### config.mk
export PLATFORM = sky130hd
export DESIGN_NAME = serial_subtractor
export DESIGN_NICKNAME = d
export VERILOG_FILES = /design/src/rtl/serial_subtractor.sv
export SDC_FILE = /design/constraint.sdc
export NUM_CORES = 1
export LEC_CHECK = 0
export BUFFER_PORTS_ARGS = -buffer_cell sky130_fd_sc_hd__buf_2
export CAP_MARGIN = 20
export CORE_UTILIZATION = 25
export CTS_CLUSTER_DIAMETER = 30
export DETAILED_ROUTE_END_ITERATION = 16
export GPL_ROUTABILITY_DRIVEN = 0
export PLACE_DENSITY_LB_ADDON = 0.05
export SLEW_MARGIN = 20
export SYNTH_ARGS = -nofsm -noshare
export SYNTH_HDL_FRONTEND = slang
export SYNTH_SLANG_ARGS = --single-unit
export TNS_END_PERCENT = 100
### constraint.sdc
create_clock -name clk -period 1.9 [get_ports clk]
set_input_delay 0.57 -clock clk [delete_from_list [all_inputs] [get_ports clk]]
set_output_delay 0.57 -clock clk [all_outputs]
set_load 0.1 [all_outputs]
### src/rtl/serial_subtractor.sv
// Bit-serial unsigned subtractor: one full-subtractor cell, LSB first.
// Ports: clk, rst (async high), in_valid/in_ready + a, b, bin operand
//   handshake; out_valid/out_ready + diff, bout result handshake; busy.
module serial_subtractor #(
   parameter int WIDTH = 8
) (
   input  logic             clk,
   input  logic             rst,
   input  logic             in_valid,
   output logic             in_ready,
   input  logic [WIDTH-1:0] a,
   input  logic [WIDTH-1:0] b,
   input  logic             bin,
   output logic             out_valid,
   input  logic             out_ready,
   output logic [WIDTH-1:0] diff,
   output logic             bout,
   output logic             busy
);

   localparam int CW = $clog2(WIDTH) + 1;

   typedef enum logic [1:0] {
      IDLE,
      SHIFT,
      DONE
   } state_t;

   state_t           state_q, state_d;
   logic [WIDTH-1:0] a_q, a_d;
   logic [WIDTH-1:0] b_q, b_d;
   logic [WIDTH-1:0] sh_q, sh_d;
   logic [WIDTH-1:0] diff_q, diff_d;
   logic             brw_q, brw_d;
   logic             bout_q, bout_d;
   logic [CW-1:0]    cnt_q, cnt_d;

   logic x, y, r, d, bn, last;

   assign x    = a_q[0];
   assign y    = b_q[0];
   assign r    = brw_q;
   assign d    = x ^ y ^ r;
   assign bn   = (~x & y) | (~x & r) | (y & r);
   assign last = (cnt_q == CW'(WIDTH - 1));

   always_ff @(posedge clk or posedge rst) begin
      if (rst) begin
         state_q <= IDLE;
         a_q     <= '0;
         b_q     <= '0;
         sh_q    <= '0;
         diff_q  <= '0;
         brw_q   <= 1'b0;
         bout_q  <= 1'b0;
         cnt_q   <= '0;
      end else begin
         state_q <= state_d;
         a_q     <= a_d;
         b_q     <= b_d;
         sh_q    <= sh_d;
         diff_q  <= diff_d;
         brw_q   <= brw_d;
         bout_q  <= bout_d;
         cnt_q   <= cnt_d;
      end
   end

   always_comb begin
      state_d = state_q;
      a_d     = a_q;
      b_d     = b_q;
      sh_d    = sh_q;
      diff_d  = diff_q;
      brw_d   = brw_q;
      bout_d  = bout_q;
      cnt_d   = cnt_q;
      unique case (state_q)
         IDLE: begin
            if (in_valid) begin
               a_d     = a;
               b_d     = b;
               brw_d   = bin;
               cnt_d   = '0;
               state_d = SHIFT;
            end
         end
         SHIFT: begin
            // Difference bits enter at the MSB so bit i lands at
            // position i after WIDTH shifts.
            a_d   = a_q >> 1;
            b_d   = b_q >> 1;
            sh_d  = {d, sh_q[WIDTH-1:1]};
            brw_d = bn;
            cnt_d = cnt_q + 1'b1;
            if (last) begin
               // Visible result only changes here, so diff/bout stay
               // stable through SHIFT and DONE of the next operation.
               diff_d  = {d, sh_q[WIDTH-1:1]};
               bout_d  = bn;
               state_d = DONE;
            end
         end
         DONE: begin
            if (out_ready) state_d = IDLE;
         end
         default: state_d = IDLE;
      endcase
   end

   assign in_ready  = (state_q == IDLE);
   assign out_valid = (state_q == DONE);
   assign busy      = (state_q != IDLE);
   assign diff      = diff_q;
   assign bout      = bout_q;

endmodule

==> results.py <==
metrics = {
    "status": {
        "outcome": "completed",
    },
    "power_and_ir_drop": {
        "p_per_area_mw_per_mm2": 1780,
        "power.leakage_uw": 0.00103,
        "peakVddDrop_v": 0.000537,
    },
    "floorplan": {
        "start_util_pct": 26.4,
        "dieArea_mm2": 0.00717,
        "pin_count": 33,
        "die-width_um": 84.7,
        "rows": 29,
        "design.core.area_mm2": 0.00646,
        "die_height_um": 84.7,
    },
    "global_routing": {
        "grt-ovfl-total": 0,
        "grt_max_degree": 40,
        "grt_first_pass_wirelength_mm": 6.56,
        "grt_pass1_vias": 1297,
        "antenna_found_initial": 0,
        "grt_usage_pct": 12.1,
    },
    "synthesis": {
        "ys_ff_latch": 39,
        "synth_compound_area_share_pct": 14.9,
        "synth.most_common_cell": "dfrtp_1",
        "yosys.area.top_type_share_pct": 57.1,
        "ys_seq_area_share_pct": 57.1,
        "synth_top_family_by_area": "simple AND/OR/NAND/NOR gates",
        "ys_types": 28,
        "synth_cells": 161,
        "synthTopCellsByArea": "dfrtp_1 57%, nand2_1 7.9%, mux2_2 5.9%",
        "yosys_warnings": 0,
        "avgSynthCellArea_um2": 10.6,
        "synth_commonest_cells": "39 x dfrtp_1, 36 x nand2_1, 16 x o21ai_0",
        "netlist_area_mm2": 0.00171,
        "synth_edf_count": 0,
        "yosys.area_share.adder_pct": 1.90,
        "synthFlopType": "dfrtp_1",
        "async_flop_share_pct": 100,
        "synth_top_cell_by_area": "dfrtp_1",
        "synth_xor_area_share_pct": 0,
        "synthSimpleGateAreaFrac_pct": 14.9,
        "yosys-mux-area-fraction_pct": 6.52,
        "syn-num-nets": 184,
    },
    "setup_path": {
        "setup.worst_path.start_class": "flip-flop",
        "arrival_ns": 1.20,
        "cp.required_ns": 1.33,
        "cpMaxStageDelayCell": "dfrtp_1",
        "crit_chain": "nor2_4, inv_1, buf_12",
        "worst-path-max-fanout": 4,
        "slowest_delay_ns": 0.44,
        "worstSetupPathType": "reg2out",
        "crit_buf_inv": 2,
        "endpoint_kind": "primary output",
        "crit_family": "flip-flops",
    },
    "clock_tree": {
        "cts-buffers-inserted": 5,
        "post_cts.repair.setup_buffers": 0,
        "htree_levels": 2,
        "clk_pin_slew_ns": 0.08,
        "clock-sinks": 39,
        "clk_path_buf_depth": 2,
        "cts_resized": 0,
        "cts_tree": "done",
        "cts_root_buf": "clkbuf_8",
        "cts_hold_buffers": 0,
        "clk_latency_ns": 0.30,
    },
    "detailed_routing": {
        "first_iter_violations": 52,
        "post_drt_wl_per_cell_um": 13.7,
        "drt_first_pass_iters": 6,
        "route.detailed.drc": 0,
        "vias": 1271,
        "viasPerCell": 4.62,
        "wirelength_mm": 3.76,
        "antenna_left": 0,
    },
    "cells_and_area": {
        "diodes": 0,
        "multi_input_area_um2": 663,
        "regArea_um2": 976,
        "n_fill_cell": 689,
        "nets": 220,
        "final_util_pct": 32.9,
        "drive_gt1_share_pct": 29.8,
        "area_growth_syn_to_layout_pct": 24.3,
    },
    "timing": {
        "setup_viol": 0,
        "fin_crit_sh_pct": 93.4,
        "fin_worst_skew_ns": 0.00638,
        "min_period_ns": 1.77,
        "setup_tns_ns": 0,
        "fmax_mhz": 564,
        "rsz0062_at_grt": "false",
        "slew_violations": 0,
        "hold_violations": 0,
        "slew_headroom_pct": 66.0,
        "max_slew.worst_pin.slew_ns": 0.510,
    },
    "place": {
        "dpl.hpwl_mm": 2.57,
        "numPortBuffers": 32,
    },
    "min_path": {
        "hp-class": "in2async",
    },
    "flow_run": {
        "cap_violations": 0,
    },
}
==> registers in the layout (all words and copies together) (netlist names) <==
name	cells
a_q	8
b_q	8
bout	1
brw_q	1
cnt_q	4
diff	8
sh_q	7
state_q	2
==> per-layer routing <==
metal	global-route usage, %	wire, um
met5	0	0
met4	5.55	76
met3	3.83	218
met2	18.8	1720
met1	15.3	1740
==> logic make-up (layout without fill, tap and decap cells) <==
group	after synthesis	after routing
compound gates	41	41
fa+ha+maj	2	2
buf+inv	17	54
flops	39	39
mux	10	10
simple gates	52	52
==> report_power, final <==
part           total (uW)  internal, uW  switching (uW)
combinational        1740           523            1220
clock                 643           332             311
sequential           1400          1170             228
total                3780          2020            1760
==> metrics by stage <==
| stage | power [uW] | cell area, um2 | worst slack [ns] | std cells | hold WS (ns) |
|---|---|---|---|---|---|
| global route | 4040 | 2120 | 0.0546 | 275 | 0.440 |
| floorplan | 2780 | 1720 | -0.512 | 161 | 0.440 |
| finish | 3780 | 2120 | 0.125 | 275 | 0.386 |
| CTS | 3840 | 2120 | 0.0940 | 275 | 0.407 |
| global placement | 3170 | 2020 | 0.402 | 267 | 0.466 |
| detailed placement | 3190 | 2020 | 0.380 | 267 | 0.459 |
==> tightest hold or removal path, cell delays in order <==
cell and delay (ns):
buf_2 0.09, inv_1 0.04, buf_4 0.43
==> area by class of cell <==
class,instances,share of cell area (%)
Tap cell,77,4.54
Inverter,6,1.06
Sequential cell,39,46.0
Timing Repair Buffer,40,12.5
Clock buffer,8,4.71
Multi-Input combinational cell,105,31.2
==> worst paths after layout <==
kind | slack (ns) | cells past startpoint | start | end
worst max register to register | 0.39 | 5 | cnt_q[0]$_DFFE_PP0P_ | diff[4]$_DFFE_PP0P_
worst max-delay path | 0.13 | 3 | state_q[1]$_DFFE_PP0P_ | busy
min in group clk | 0.48 | 2 | sh_q[1]$_DFFE_PP0P_ | sh_q[1]$_DFFE_PP0P_
max in group asynchronous | 1.16 | 3 | rst | cnt_q[2]$_DFFE_PP0P_
worst min-delay path | 0.39 | 3 | rst | diff[4]$_DFFE_PP0P_
worst min register to register | 0.48 | 2 | sh_q[1]$_DFFE_PP0P_ | sh_q[1]$_DFFE_PP0P_
==> placed cells by master, fill, tap and decap left out <==
cell	instances
ha_1	1
and2b_1	1
a22oi_1	8
nor3_4	1
a31oi_1	1
buf_12	3
nand2_1	36
mux2i_1	1
nor2b_2	1
o21ai_0	16
dfrtp_1	39
nor2_4	1
clkbuf_8	7
fa_1	1
buf_4	8
mux2_2	9
nor2_1	2
nor2b_1	1
inv_1	6
a21oi_1	8
nand3_1	1
o21bai_1	1
a41oi_1	1
a21o_1	1
buf_2	29
a22o_1	2
o22ai_1	1
and3b_1	7
nand2b_1	1
clkbuf_1	1
a32o_1	2
Power figures use the tool's default switching activity.
